**src/rtl/tnet_pkg.sv**
```systemverilog
// rtl/tnet_pkg.sv - tnet header field layout, arbiter state type and header stamping helper
package tnet_pkg;

   localparam int TNET_W  = 64;
   localparam int FLAGS_HI = 55;
   localparam int FLAGS_LO = 50;
   localparam int DST_HI   = 49;
   localparam int DST_LO   = 40;
   localparam int SRC_HI   = 39;
   localparam int SRC_LO   = 30;
   localparam int STEP_HI  = 29;
   localparam int STEP_LO  = 20;

   typedef enum logic [1:0] {
      ARB_IDLE    = 2'd0,
      ARB_SEND    = 2'd1,
      ARB_RELEASE = 2'd2
   } arb_st_t;

   // Source field takes our node ID, step restarts at zero; everything else passes through.
   function automatic logic [TNET_W-1:0] stamp_hdr(input logic [TNET_W-1:0] hdr,
                                                   input logic [SRC_HI-SRC_LO:0] id);
      return {hdr[TNET_W-1:FLAGS_HI+1], hdr[FLAGS_HI:FLAGS_LO], hdr[DST_HI:DST_LO],
              id, {(STEP_HI-STEP_LO+1){1'b0}}, hdr[STEP_LO-1:0]};
   endfunction

endpackage

```
**src/rtl/tnet_tx_arbiter_if.sv**
```systemverilog
// rtl/tnet_tx_arbiter_if.sv - tnet TX request port (4-phase req/ack with header and data)
interface tnet_tx_arbiter_if;
   import tnet_pkg::*;

   logic              tx_req;
   logic [TNET_W-1:0] tx_header;
   logic [TNET_W-1:0] tx_data;
   logic              tx_ack;

   modport master (output tx_req, output tx_header, output tx_data, input tx_ack);
   modport slave  (input tx_req, input tx_header, input tx_data, output tx_ack);

endinterface

```
**src/rtl/tnet_tx_arbiter_rr_pick.sv**
```systemverilog
// rtl/tnet_tx_arbiter_rr_pick.sv - combinational round-robin select: first set request at/after ptr
module rr_pick #(
   parameter int NREQ = 4,
   parameter int IW   = $clog2(NREQ)
) (
   input  logic [NREQ-1:0] req_i,
   input  logic [IW-1:0]   ptr_i,
   output logic            valid_o,
   output logic [IW-1:0]   idx_o
);

   logic [2*NREQ-1:0] dbl;
   logic [NREQ-1:0]   rot;
   logic [IW:0]       sum;

   assign dbl = {req_i, req_i};
   assign rot = NREQ'(dbl >> ptr_i);

   // Walk from the far end so the closest request to ptr is written last and wins.
   always_comb begin
      valid_o = 1'b0;
      idx_o   = '0;
      sum     = '0;
      for (int i = NREQ - 1; i >= 0; i--) begin
         if (rot[i]) begin
            valid_o = 1'b1;
            sum     = {1'b0, ptr_i} + (IW+1)'(i);
            idx_o   = (sum >= (IW+1)'(NREQ)) ? IW'(sum - (IW+1)'(NREQ)) : IW'(sum);
         end
      end
   end

endmodule

```
**src/rtl/tnet_tx_arbiter.sv**
```systemverilog
// rtl/tnet_tx_arbiter.sv - round-robin arbiter onto the single tnet TX port
// Optional SEND timeout with sticky per-requester error: define TNET_ARB_TIMEOUT_EN.
module tnet_tx_arbiter
   import tnet_pkg::*;
#(
   parameter int NREQ    = 4,
   parameter int TMO_CYC = 1024
) (
   input  logic                         user_clk_i,
   input  logic                         user_rst_i,
   input  logic [9:0]                   ID,
   input  logic                         ready_i,
   input  logic [NREQ-1:0]              req_i,
   input  logic [NREQ-1:0][TNET_W-1:0]  header_i,
   input  logic [NREQ-1:0][TNET_W-1:0]  data_i,
   output logic [NREQ-1:0]              ack_o,
   output logic [NREQ-1:0]              err_o,
   tnet_tx_arbiter_if.master            tx,
   output logic [2:0]                   grant_o,
   output logic                         busy_o,
   output logic [31:0]                  tx_cnt_o
);

   localparam int IW = $clog2(NREQ);

   if (NREQ < 2 || NREQ > 8 || TMO_CYC < 1 || TMO_CYC > 65535) begin : g_bad_param
      $error("tnet_tx_arbiter: NREQ must be 2..8 and TMO_CYC 1..65535");
   end

   arb_st_t           state_q;
   logic [IW-1:0]     ptr_q;
   logic [IW-1:0]     grant_q;
   logic [TNET_W-1:0] hdr_q;
   logic [TNET_W-1:0] data_q;
   logic              tx_req_q;
   logic [NREQ-1:0]   ack_q;
   logic [31:0]       cnt_q;

   logic              pick_valid;
   logic [IW-1:0]     pick_idx;
   logic [IW-1:0]     ptr_d;
   logic [TNET_W-1:0] hdr_d;

   rr_pick #(.NREQ(NREQ), .IW(IW)) u_rr_pick (
      .req_i   (req_i),
      .ptr_i   (ptr_q),
      .valid_o (pick_valid),
      .idx_o   (pick_idx)
   );

   assign hdr_d = stamp_hdr(header_i[pick_idx], ID);
   assign ptr_d = (grant_q == IW'(NREQ - 1)) ? '0 : grant_q + 1'b1;

`ifdef TNET_ARB_TIMEOUT_EN
   logic [15:0]     tmo_q;
   logic [NREQ-1:0] err_q;
   assign err_o = err_q;
`else
   assign err_o = '0;
`endif

   always_ff @(posedge user_clk_i) begin
      if (user_rst_i) begin
         state_q  <= ARB_IDLE;
         ptr_q    <= '0;
         grant_q  <= '0;
         hdr_q    <= '0;
         data_q   <= '0;
         tx_req_q <= 1'b0;
         ack_q    <= '0;
         cnt_q    <= '0;
`ifdef TNET_ARB_TIMEOUT_EN
         tmo_q    <= '0;
         err_q    <= '0;
`endif
      end else begin
         case (state_q)
            ARB_IDLE: begin
               // A lingering tx_ack from the previous handshake blocks a new grant.
               if (ready_i && pick_valid && !tx.tx_ack) begin
                  grant_q  <= pick_idx;
                  hdr_q    <= hdr_d;
                  data_q   <= data_i[pick_idx];
                  tx_req_q <= 1'b1;
                  state_q  <= ARB_SEND;
`ifdef TNET_ARB_TIMEOUT_EN
                  tmo_q           <= '0;
                  err_q[pick_idx] <= 1'b0;
`endif
               end
            end
            ARB_SEND: begin
               if (tx.tx_ack) begin
                  tx_req_q       <= 1'b0;
                  ack_q[grant_q] <= 1'b1;
                  cnt_q          <= cnt_q + 32'd1;
                  state_q        <= ARB_RELEASE;
               end
`ifdef TNET_ARB_TIMEOUT_EN
               else if (tmo_q == 16'(TMO_CYC - 1)) begin
                  tx_req_q       <= 1'b0;
                  ack_q[grant_q] <= 1'b1;
                  err_q[grant_q] <= 1'b1;
                  state_q        <= ARB_RELEASE;
               end else begin
                  tmo_q <= tmo_q + 16'd1;
               end
`endif
            end
            ARB_RELEASE: begin
               if (!tx.tx_ack && !req_i[grant_q]) begin
                  ack_q   <= '0;
                  ptr_q   <= ptr_d;
                  state_q <= ARB_IDLE;
               end
            end
            default: state_q <= ARB_IDLE;
         endcase
      end
   end

   assign tx.tx_req    = tx_req_q;
   assign tx.tx_header = hdr_q;
   assign tx.tx_data   = data_q;
   assign ack_o        = ack_q;
   assign grant_o      = 3'(grant_q);
   assign busy_o       = (state_q != ARB_IDLE);
   assign tx_cnt_o     = cnt_q;

endmodule

```
**src/flat_wrapper.sv**
```systemverilog
// flat-port wrapper written by rule: the top's interface ports become plain ports
module tnet_tx_arbiter_flat import tnet_pkg::*;
#(
   parameter int NREQ    = 4,
   parameter int TMO_CYC = 1024
)
  (user_clk_i, user_rst_i, ID, ready_i, req_i, header_i, data_i, ack_o, err_o, grant_o, busy_o, tx_cnt_o, tx_tx_req, tx_tx_header, tx_tx_data, tx_tx_ack);
  tnet_tx_arbiter_if tx_i ();
  input  logic user_clk_i;
  input  logic user_rst_i;
  input  logic [9:0] ID;
  input  logic ready_i;
  input  logic [NREQ-1:0] req_i;
  input  logic [NREQ-1:0][TNET_W-1:0] header_i;
  input  logic [NREQ-1:0][TNET_W-1:0] data_i;
  output logic [NREQ-1:0] ack_o;
  output logic [NREQ-1:0] err_o;
  output logic [2:0] grant_o;
  output logic busy_o;
  output logic [31:0] tx_cnt_o;
  output wire logic [$bits(tx_i.tx_req)-1:0] tx_tx_req;
  output wire logic [$bits(tx_i.tx_header)-1:0] tx_tx_header;
  output wire logic [$bits(tx_i.tx_data)-1:0] tx_tx_data;
  input wire logic [$bits(tx_i.tx_ack)-1:0] tx_tx_ack;
  assign tx_tx_req = tx_i.tx_req;
  assign tx_tx_header = tx_i.tx_header;
  assign tx_tx_data = tx_i.tx_data;
  assign tx_i.tx_ack = tx_tx_ack;
  tnet_tx_arbiter #(.NREQ(NREQ), .TMO_CYC(TMO_CYC)) u_core (.user_clk_i(user_clk_i), .user_rst_i(user_rst_i), .ID(ID), .ready_i(ready_i), .req_i(req_i), .header_i(header_i), .data_i(data_i), .ack_o(ack_o), .err_o(err_o), .tx(tx_i), .grant_o(grant_o), .busy_o(busy_o), .tx_cnt_o(tx_cnt_o));
endmodule
```
**config.mk**
```make
export PLATFORM = sky130hd
export DESIGN_NAME = tnet_tx_arbiter_flat
export DESIGN_NICKNAME = d
export VERILOG_FILES = /design/src/rtl/tnet_pkg.sv /design/src/rtl/tnet_tx_arbiter_if.sv /design/src/rtl/tnet_tx_arbiter_rr_pick.sv /design/src/rtl/tnet_tx_arbiter.sv /design/src/flat_wrapper.sv
export SDC_FILE = /design/constraint.sdc
export NUM_CORES = 1
export LEC_CHECK = 0
export ABC_CLOCK_PERIOD_IN_PS = 2370
export CAP_MARGIN = 20
export CORE_AREA = 2 2 273 275
export CTS_BUF_LIST = sky130_fd_sc_hd__clkbuf_16
export CTS_CLUSTER_DIAMETER = 40
export DETAILED_ROUTE_END_ITERATION = 12
export DIE_AREA = 0 0 275 277
export GPL_TIMING_DRIVEN = 1
export PLACE_DENSITY = 0.44
export SYNTH_ARGS = -nofsm -noshare
export SYNTH_HDL_FRONTEND = slang
export SYNTH_SLANG_ARGS = --single-unit
export TNS_END_PERCENT = 20
```
**constraint.sdc**
```tcl
create_clock -name user_clk_i -period 2.37 [get_ports user_clk_i]
set_input_delay 0.3555 -clock user_clk_i [delete_from_list [all_inputs] [get_ports user_clk_i]]
set_output_delay 0.3555 -clock user_clk_i [all_outputs]
set_load 0.005 [all_outputs]
```
Word-level counts from Yosys, hierarchy flattened
Cells that the tools add are included.
Widths: inputs -> output; s select.
{ "totals": {"ram_bits": 0, "rom_bits": 0, "word_cells": 79, "out_inout_bits": 173, "latchBits": 0, "memories": 0, "in_bits": 530, "ff_bits": 161} }
{ "op_classes": {"multipliers": 0, "reduce_logical": 16, "n_bitwise": 1, "add_sub_neg": 9, "shift": 1, "n_mux": 31, "n_eq_ne": 6, "div_mod_pow": 0, "n_lt_le_gt_ge": 7} }
{ "ops": {"columns": ["cell", "count"], "rows": [
  ["$bmux 64 s2", 2],
  ["$mux 64", 2],
  ["$add 32x1->32 const B", 1],
  ["$mux 2", 12],
  ["$ge 3x3->1 const B", 3],
  ["$reduce_and 3->1", 3],
  ["$mux 1", 8],
  ["$mux 4", 2],
  ["$pmux 4 s2", 1],
  ["$shr 8x2->4", 1],
  ["$sub 2x1->2 const B", 4],
  ["$add 2x2->3 const B", 2],
  ["$lt 2x3->1 const B", 2],
  ["$pmux 2 s3", 1],
  ["$reduce_and 2->1", 3],
  ["$reduce_bool 2->1", 3],
  ["$eq 2x2->1 const B", 2],
  ["$logic_and 1x1->1", 4],
  ["$ne 2x1->1 const B", 2],
  ["$or 4x4->4", 1],
  ["$add 2x1->3 const B", 1],
  ["$ge 2x3->1 const B", 1],
  ["$add 2x1->2 const B", 1],
  ["$bmux 1 s2", 1],
  ["other kinds (7)", 8]
]} }

Longest topological paths before layout
Gate-level depths: netlist (run 1).
{ "logic_depth": {"depth_word": 9, "ltp_mapped": 9, "ltp_nobuf": 6} }

Cells and area by module
A second synthesis (run 1) with hierarchy kept.
{ "hier_totals": {"hier_cells": 915, "area_unflattened_um2": 8780.9} }
{ "modules_own_cells": {"columns": ["module", "area_each_um2", "seq_area_each_um2", "instances", "cells_per_inst"], "rows": [
  ["tnet_tx_arbiter", 8703.3, 3223.1, 1, 900],
  ["rr_pick", 77.6, 0.0, 1, 15]
]} }

Worst setup path before layout (run 1)
Ideal clock, no wire load.
{ "synth_timing": {"path_kind": "input -> register", "start": "input req_i[3]", "end": "register u_core.data_q[0] (netlist: u_core.tx.tx_data[0])", "path_buffers": 3, "setup_slack_ns": 0.304, "required_ns": 2.248, "arrival_ns": 1.944, "path_stages": 8, "setup_time_ns": 0.122, "cell_sequence": "or2_1 > buf_2 > nand4b_1 > buf_4 > nand2_4 > clkbuf_1 > mux2_2 > a221o_1"} }
{ "synth_between": {"elab_chain_len": 8, "word_cells_on_any_way": 14, "classes_between": "shift: 1; mux: 10; reduce/logical: 3"} }
{ "synth_rtl": {"columns": ["element", "line_no", "source"], "rows": [
  ["start, declared", "flat_wrapper.sv:13", "input logic [NREQ-1:0] req_i;"],
  ["$shr 8x2->4 *", "tnet_tx_arbiter_rr_pick.sv:17", "assign rot = NREQ'(dbl >> ptr_i);"],
  ["parallel branches: the longest is 7 deep, another holds $bmux 64 s2", null, null],
  ["end signal, assigned", "tnet_tx_arbiter.sv:83", "data_q <= data_i[pick_idx];"],
  ["end, declared", "tnet_tx_arbiter.sv:34", "logic [TNET_W-1:0] data_q;"]
]} }
Mark *: on every way between the ends. The select of a mux whose other input is x is not followed.
A chain may end at the register's enable or synchronous reset.

Worst setup path in the final report (run 1)
{ "layout_timing": {"start": "input req_i[3]", "end": "register u_core.data_q[34] (netlist: u_core.tx.tx_data[34])"} }
The elaborated chain is that of the path after synthesis.

==> impl_metrics.ini, run 1 <==
[status]
outcome = completed

[hold_path]
hold_path.class = in2reg

[power]
max-vdd-ir-drop_mv = 0.477
swShare = 0.277
powerDensity_nw_per_um2 = 459
power.switching_mw = 2.23
seqPwrFrac = 0.361
clkPwrFrac = 0.384
power_leakage_nw = 6.29
internal_power_mw = 5.84
p_comb_frac = 0.255

[cells_and_area]
drive_gt1_frac = 0.155
fin_util = 0.239
areaGrowthSynthToFinish_pct = 94.5
nNetsFinal = 2199
fill_cells = 7945
multiInputGateArea_sq_um = 5310
regArea_sq_um = 3220

[logic_synthesis]
synth_cells = 1040
synthArstFlopShare = 0
synth_top_area_share = 0.357
ys_seq_area_frac = 0.357
synth_most_common_cell = dfxtp_1
avgSynthCellArea_sq_um = 8.69
ys.flop_type = dfxtp_1
syn_area_sq_um = 9030
synth_cell_types = 47
synth.area.top_cells = dfxtp_1 36%, mux2_2 12%, a221o_1 12%
synth-seq-cells = 161
yosysWarnings = 0
synth.largest_area_cell = dfxtp_1
synth_common_cells = 161 x dfxtp_1, 132 x a21oi_1, 116 x nand3_1
synth_edf_count = 0

[global_route]
grt_pass1_wl_um = 71300
grt_max_degree = 53
grt-ovfl-total = 0
antenna_found_initial = 3
grt_use_total = 0.126
grt_pass1_vias = 11000

[place]
portBuffers = 607
dp_slack_ns = -0.325
place_congestion = 0.872
place_hpwl_um = 38800

[job]
max_cap_viol_count = 0

[sta]
rsz0062_at_grt = false
max_clock_freq_ghz = 0.460
setup_violations = 0
slew_headroom = 0.666
fin_ws_ns = 0.196
hold_viol_final = 0
min_period_over_period = 0.917
fin_skew_ns = 0.0143
worst_pin_slew_ns = 0.501
slew_violations = 0
min_period_ns = 2.17
finalSetupTns_ns = 0

[floorplan]
start_util = 0.123
dieArea_sq_um = 76200
ios = 703
die_x_um = 275
rows = 100
die_h_um = 277
core_area_sq_um = 73600

[clocking]
clk_path_buf_depth = 2
path_clk_slew_ns = 0.07
htree_levels = 4
clock_sinks = 161
cts_resized = 0
cts_buffers = 17
clk_latency_ns = 0.48
cts_setup_buffers = 0
cts_tree = yes
cts-root-buf = clkbuf_16
ctsHoldBuffers = 0

[worst_setup_path]
critPathMaxFanout = 26
arrival_ns = 2.54
cp-end-kind = register
cp-start-kind = primary input
worstSetupPathType = in2reg
worstPathRequired_ns = 2.73

[route]
route.met3.wl_um = 3650
final_antenna_net_count = 0
wl_per_cell_um = 19.0
drc_errors = 0
dr.max_layer_used = met5
met2_wirelength_um = 24700
dr_total_vias = 10800
avgViaCountPerCell = 4.07
drt-initial-drc-count = 497
m1WireLength_um = 20600
drt_pass1_iterations = 5
routed_wl_um = 50300
## routing by layer
layer,up-vias,global-route usage
li1,5135,-
met1,5095,0.146
met2,472,0.219
met3,64,0.0330
met4,2,0.0502
met5,-,0
## per-stage QoR
step / power [mW] / cell area, sq um / hold WS (ns) / std cells
after floorplan: 3.64 / 9080 / 0.453 / 1054
after global placement: 5.04 / 17000 / 0.446 / 2614
after detailed placement: 5.04 / 17000 / 0.452 / 2614
after CTS: 8.25 / 17600 / 0.179 / 2645
after global routing: 8.47 / 17600 / 0.220 / 2646
final: 8.07 / 17600 / 0.234 / 2646
## state kept, by name (all words and copies together) (netlist names)
register / count
u_core.tx.tx_req: 1
u_core.tx.tx_header: 54
u_core.state_q: 2
u_core.grant_q: 2
u_core.ptr_q: 2
u_core.ack_o: 4
u_core.tx_cnt_o: 32
u_core.tx.tx_data: 64
## final cells by class
type	count	share of cell area
clock inverters	14	0.0103
flip-flops and latches	161	0.183
repair buffers	713	0.409
well taps	969	0.0690
clock buffers	17	0.0242
inverters	8	0.00171
diodes	1	0.000142
multi-input cells	763	0.302
## worst max-delay path, cell delays in order
cell and delay (ns):
clkdlybuf4s50_1 0.51, or2_1 0.21, nand4_1 0.15, buf_4 0.19
nand2_8 0.14, buf_12 0.21, mux2_2 0.41, a221o_1 0.32
## power by group through the flow
stage          sequential [mW]  clock (mW)  combinational, mW
3_3_place_gp              2.97           0               2.07
2_1_floorplan             2.97           0              0.672
3_5_place_dp              2.98           0               2.07
4_1_cts                   2.91        3.26               2.08
6_report                  2.91        3.10               2.06
5_1_grt                   2.93        3.34               2.20
## kinds of logic (layout without fill, tap and decap cells)
logic type      count (synthesis)  count (layout)  share of synthesized area
mux                           113             113                      0.145
buf+inv                       130             752                     0.0658
other cells                     1              16                   0.000415
simple gates                  247             247                      0.139
xor+xnor                       25              25                     0.0242
flops                         161             161                      0.357
compound gates                358             358                      0.261
fa+ha+maj                       5               5                    0.00693
## layout by cell type (no fill, tap or decap), types with 2 or more instances in the layout
| master | n |
|---|---|
| clkbuf_16 | 17 |
| o21ai_0 | 113 |
| mux2_4 | 9 |
| and2_1 | 4 |
| a21oi_1 | 132 |
| dfxtp_1 | 161 |
| mux2_2 | 100 |
| xor2_1 | 8 |
| bufinv_16 | 3 |
| and3_1 | 3 |
| buf_12 | 26 |
| nor2_1 | 39 |
| conb_1 | 15 |
| inv_8 | 2 |
| a221o_1 | 108 |
| or3_1 | 5 |
| inv_6 | 3 |
| clkinv_4 | 3 |
| nand4_1 | 8 |
| nor4_1 | 4 |
| inv_1 | 9 |
| nor3b_1 | 2 |
| or2_2 | 2 |
| clkdlybuf4s50_1 | 606 |
| xnor2_1 | 17 |
| nand2b_1 | 5 |
| ha_1 | 5 |
| mux2i_1 | 3 |
| buf_4 | 80 |
| nor3_1 | 8 |
| nand2_1 | 34 |
| nand3_1 | 116 |
| and4_1 | 4 |
## worst paths after layout
path / startpoint / endpoint / slack, ns / cells after the start
min reg2reg: u_core.tx.tx_header[35] / u_core.tx.tx_header[35] / 0.46 / 2
max reg2reg: u_core.ptr_q[0] / u_core.tx.tx_data[34] / 0.31 / 7
min: user_rst_i / u_core.ptr_q[1] / 0.23 / 2
max: req_i[3] / u_core.tx.tx_data[34] / 0.20 / 8
Note: power is estimated with default switching activity, not from simulation.
==> run 2, diff against run 1 <==
ABC_CLOCK_PERIOD_IN_PS = 2600   (was 2370)
CORE_AREA = 2 2 272 274   (was 2 2 273 275)
DIE_AREA = 0 0 274 276   (was 0 0 275 277)
DONT_BUFFER_PORTS = 1   (was default)
PLACE_DENSITY = 0.3   (was 0.44)
clock period = 2.6 ns   (was 2.37 ns; I/O delays follow)
==> run 2 against run 1 <==
Effect of this change:
- utilization fell by 9.0 points
- hold slack got worse by 0.17 ns
- flip-flop and latch count did not move
- clock power fell by 20%
- global-route usage fell by 2.4 points
- critical path depth fell by 2
- wire length fell by 19%
- first-iteration DRC count fell by 7.2%
- critical endpoint is now u_core.tx.tx_header[46]
- highest routed layer unchanged
==> impl_metrics.ini, run 2 (same netlist as run 1, synthesis figures left out) <==
[status]
outcome = completed

[worst_setup_path]
critPathMaxFanout = 64
cp-end-kind = register
worstSetupPathType = reg2reg
critPathMaxStageDelay_ns = 0.41
cp-start-kind = register
cp_top_family = simple AND/OR/NAND/NOR gates
cp_cell_sequence = nand2b_1 -> nand4_1 -> nand2_8 -> buf_12 -> mux2_2 -> a221o_1
arrival_ns = 2.77
crit_buf_inv = 1
worstPathRequired_ns = 2.96
crit_slowest_cell = mux2_2

[global_route]
grt-ovfl-total = 0
grt_max_degree = 65
grt_pass1_wl_um = 57000
antenna_found_initial = 3
grt_use_total = 0.102
grt_pass1_vias = 8021

[cells_and_area]
drive_gt1_frac = 0.186
largest_register_ffs = 64
multiInputGateArea_sq_um = 5310
finalNonFillerCells = 1969
areaGrowthSynthToFinish_pct = 19.8
layout_common_cells = 161 x dfxtp_1, 132 x a21oi_1, 116 x nand3_1
fill_cells = 8214
layout_commonest_cell = dfxtp_1
nNetsFinal = 1531
regArea_sq_um = 3220

[clocking]
clock_sinks = 161
cts_buffers = 17
cts_tree = yes
cts_setup_buffers = 0
path_clk_slew_ns = 0.07
cts-root-buf = clkbuf_16
htree_levels = 4
clk_path_buf_depth = 2
clk_latency_ns = 0.48

[route]
drt-initial-drc-count = 461
routed_wl_um = 40600
wl_per_cell_um = 20.6
drt_pass1_iterations = 5
avgViaCountPerCell = 4.16
drc_errors = 0
dr_total_vias = 8196
final_antenna_net_count = 0

[floorplan]
rows = 99
die_h_um = 276
ios = 703
core_area_sq_um = 72600
dieArea_sq_um = 75600
die_x_um = 274
start_util = 0.124

[sta]
rsz0062_at_grt = false
fin_ws_ns = 0.186
min_period_over_period = 0.928
worst_pin_slew_ns = 0.758
finalSetupTns_ns = 0
hold_viol_final = 0
slew_violations = 0
slew_headroom = 0.495
setup_violations = 0
max_clock_freq_ghz = 0.414
fin_skew_ns = 0.0161
min_period_ns = 2.41

[power]
power_leakage_nw = 3.59
powerDensity_nw_per_um2 = 553
max-vdd-ir-drop_mv = 0.383

[place]
place_congestion = 0.847
portBuffers = 0
dp_slack_ns = 0.0336
dp.cells = 1926
place_hpwl_um = 29700

[job]
max_cap_viol_count = 0

[hold_path]
hold_path.class = in2reg
run 2: cell types whose count changed in the layout (fill, tap and decap cells not counted), moves of 2 or more:
cell and delta:
buf_12 -13, clkinv_1 +2, clkinvlp_4 +2, bufinv_16 -3
clkdlybuf4s50_1 -606, buf_4 -57, dlygate4sd3_1 +9
run 2: routing by layer:
metal / GRT usage / wire, um / up-vias / share of wire
li1: - / - / 3807 / -
met1: 0.121 / 16600 / 3946 / 0.41
met2: 0.176 / 20400 / 405 / 0.50
met3: 0.0260 / 2710 / 36 / 0.067
met4: 0.0382 / 810 / 2 / 0.020
met5: 0 / 8 / - / 0.00020
run 2: area by class of cell:
class	count	share of cell area
flip-flops and latches	161	0.298
repair buffers	45	0.0483
clock buffers	17	0.0393
well taps	959	0.111
multi-input cells	763	0.490
diodes	2	0.000463
inverters	8	0.00278
clock inverters	14	0.0101
run 2: final timing paths:
check | endpoint | cells past startpoint | startpoint | slack [ns]
max | u_core.tx.tx_header[46] | 6 | u_core.ptr_q[0] | 0.19
min | u_core.tx.tx_header[35] | 2 | ID[5] | 0.07
max reg2reg | u_core.tx.tx_header[46] | 6 | u_core.ptr_q[0] | 0.19
min reg2reg | u_core.tx.tx_header[30] | 2 | u_core.tx.tx_header[30] | 0.48
run 2: repair_timing:
action	in CTS	in global routing
hold buffers	10	0
resized for setup	0	0
endpoints found under the hold margin	48	0
run 2: per-stage QoR:
step	hold WS (ns)	power [mW]	util	cell area, sq um
after floorplan	0.453	3.32	-	9080
after global placement	0.460	3.57	0.140	10200
after detailed placement	0.463	3.56	0.140	10200
after CTS	0.00129	6.17	0.149	10800
after global routing	0.0223	6.32	0.149	10800
final	0.0677	5.99	0.149	10800
run 2: worst register-to-register path: cells and delay by family, from the launching register on:
family                 cells  cell delay [ns]
multiplexers               1             0.56
buffers and inverters      1             0.28
flip-flops                 1             0.34
AO/OA/AOI/OAI              1             0.31
AND/OR/NAND/NOR            3             0.81
run 2: report_power, final:
group | switching [mW] | internal (mW) | leakage, nW
clock network | 1.24 | 1.23 | 0.256
registers | 0.112 | 2.58 | 1.31
logic | 0.449 | 0.375 | 2.03
==> run 3, diff against run 2 <==
GPL_ROUTABILITY_DRIVEN = 0   (was default)
PLACE_DENSITY = default   (was 0.3)
SLEW_MARGIN = 20   (was default)
==> run 3 against run 2 <==
Effect of this change:
- sequential power about the same
- design area up 0.31%
- power up 2.6%
- non-clock buffer count down 3
- wire length down 6.0%
- count of clock-buffer cells in the layout unchanged
- combinational power down 0.8%
- flip-flop and latch count unchanged
- clock skew down 0.0012 ns
- sequential share of layout area down 0.093 points
- clock power up 6%
- critical endpoint is now u_core.tx.tx_header[44]
- largest power group unchanged
- highest routed layer unchanged
==> impl_metrics.ini, run 3 (same netlist as run 1, synthesis figures left out) <==
[cells_and_area]
areaGrowthSynthToFinish_pct = 20.2
finalNonFillerCells = 1976
nNetsFinal = 1528
layout_common_cells = 161 x dfxtp_1, 132 x a21oi_1, 116 x nand3_1
largest_register_ffs = 64
drive_gt1_frac = 0.185
layout_commonest_cell = dfxtp_1

[sta]
rsz0062_at_grt = false
max_clock_freq_ghz = 0.439
setup_violations = 0
slew_violations = 0
fin_skew_ns = 0.0149
slew_headroom = 0.508
finalSetupTns_ns = 0
worst_pin_slew_ns = 0.738
min_period_over_period = 0.877
hold_viol_final = 0
min_period_ns = 2.28

[floorplan]
ios = 703
die_h_um = 276
rows = 99
core_area_sq_um = 72600
start_util = 0.124
dieArea_sq_um = 75600
die_x_um = 274

[worst_setup_path]
cp-start-kind = register
critPathMaxFanout = 47
arrival_ns = 2.69
worstSetupPathType = reg2reg
r2r_slack_ns = 0.32
worstPathRequired_ns = 3.01
cp-end-kind = register

[route]
drt-initial-drc-count = 455
drt_pass1_iterations = 5
avgViaCountPerCell = 4.29
dr_total_vias = 8472
routed_wl_um = 38200
wl_per_cell_um = 19.3
final_antenna_net_count = 0
drc_errors = 0

[clocking]
cts_buffers = 17
cts_resized = 0
clk_path_buf_depth = 2
cts_tree = yes
path_clk_slew_ns = 0.08
htree_levels = 4
cts-root-buf = clkbuf_16
clk_latency_ns = 0.48
clock_sinks = 161
cts_setup_buffers = 0
ctsHoldBuffers = 11

[place]
portBuffers = 0
dp.cells = 1922
place_hpwl_um = 28500

[global_route]
grt-ovfl-total = 0
grt_use_total = 0.0933
grt_pass1_vias = 8103
grt_max_degree = 67
grt_pass1_wl_um = 52100
antenna_found_initial = 12

[power]
max-vdd-ir-drop_mv = 0.380
powerDensity_nw_per_um2 = 566
power_leakage_nw = 3.61
power_mw = 6.14

[job]
max_cap_viol_count = 0

[status]
outcome = completed

[hold_path]
hold_path.class = in2reg
[run 3: report_power, final]
part,internal [mW],switching (mW)
sequential,2.58,0.111
combinational,0.371,0.446
clock,1.29,1.34
[run 3: path summary, 6_finish.rpt]
kind,start,end,cells after the start
max,u_core.ptr_q[0],u_core.tx.tx_header[44],6
min,tx_tx_ack,u_core.state_q[0],2
max reg2reg,u_core.ptr_q[0],u_core.tx.tx_header[44],6
min reg2reg,u_core.tx.tx_header[39],u_core.tx.tx_header[39],2
[run 3: critical path, cell delays in order, from the launching register on]
cell      delay [ns]
dfxtp_1         0.37
nand2b_1        0.17
and4b_4         0.74
buf_4           0.44
o21ai_0         0.17
a21oi_1         0.15
a221o_1         0.12
[run 3: through the flow]
step                      utilization  hold WS, ns  worst slack, ns  cell area [sq um]
after global routing            0.149       0.0701            0.209              10900
after CTS                       0.149       0.0253            0.366              10800
after detailed placement        0.139        0.463            0.225              10100
after floorplan                     -        0.453            0.500               9080
after global placement          0.139        0.464            0.255              10100
final                           0.150        0.102            0.320              10900
[run 3: final cells by class]
class	instances	area (sq um)
diodes	11	27.5
well taps	959	1200
clock inverters	15	165
clock buffers	17	425
multi-input cells	763	5310
fillers	8244	61700
repair buffers	42	478
inverters	8	30.0
flip-flops and latches	161	3220
[run 3: metal layers]
layer	up-vias	routed length, um	GRT usage
li1	3814	-	-
met1	4013	14400	0.0988
met2	575	18300	0.161
met3	68	3870	0.0307
met4	2	1540	0.0546
met5	-	18	0
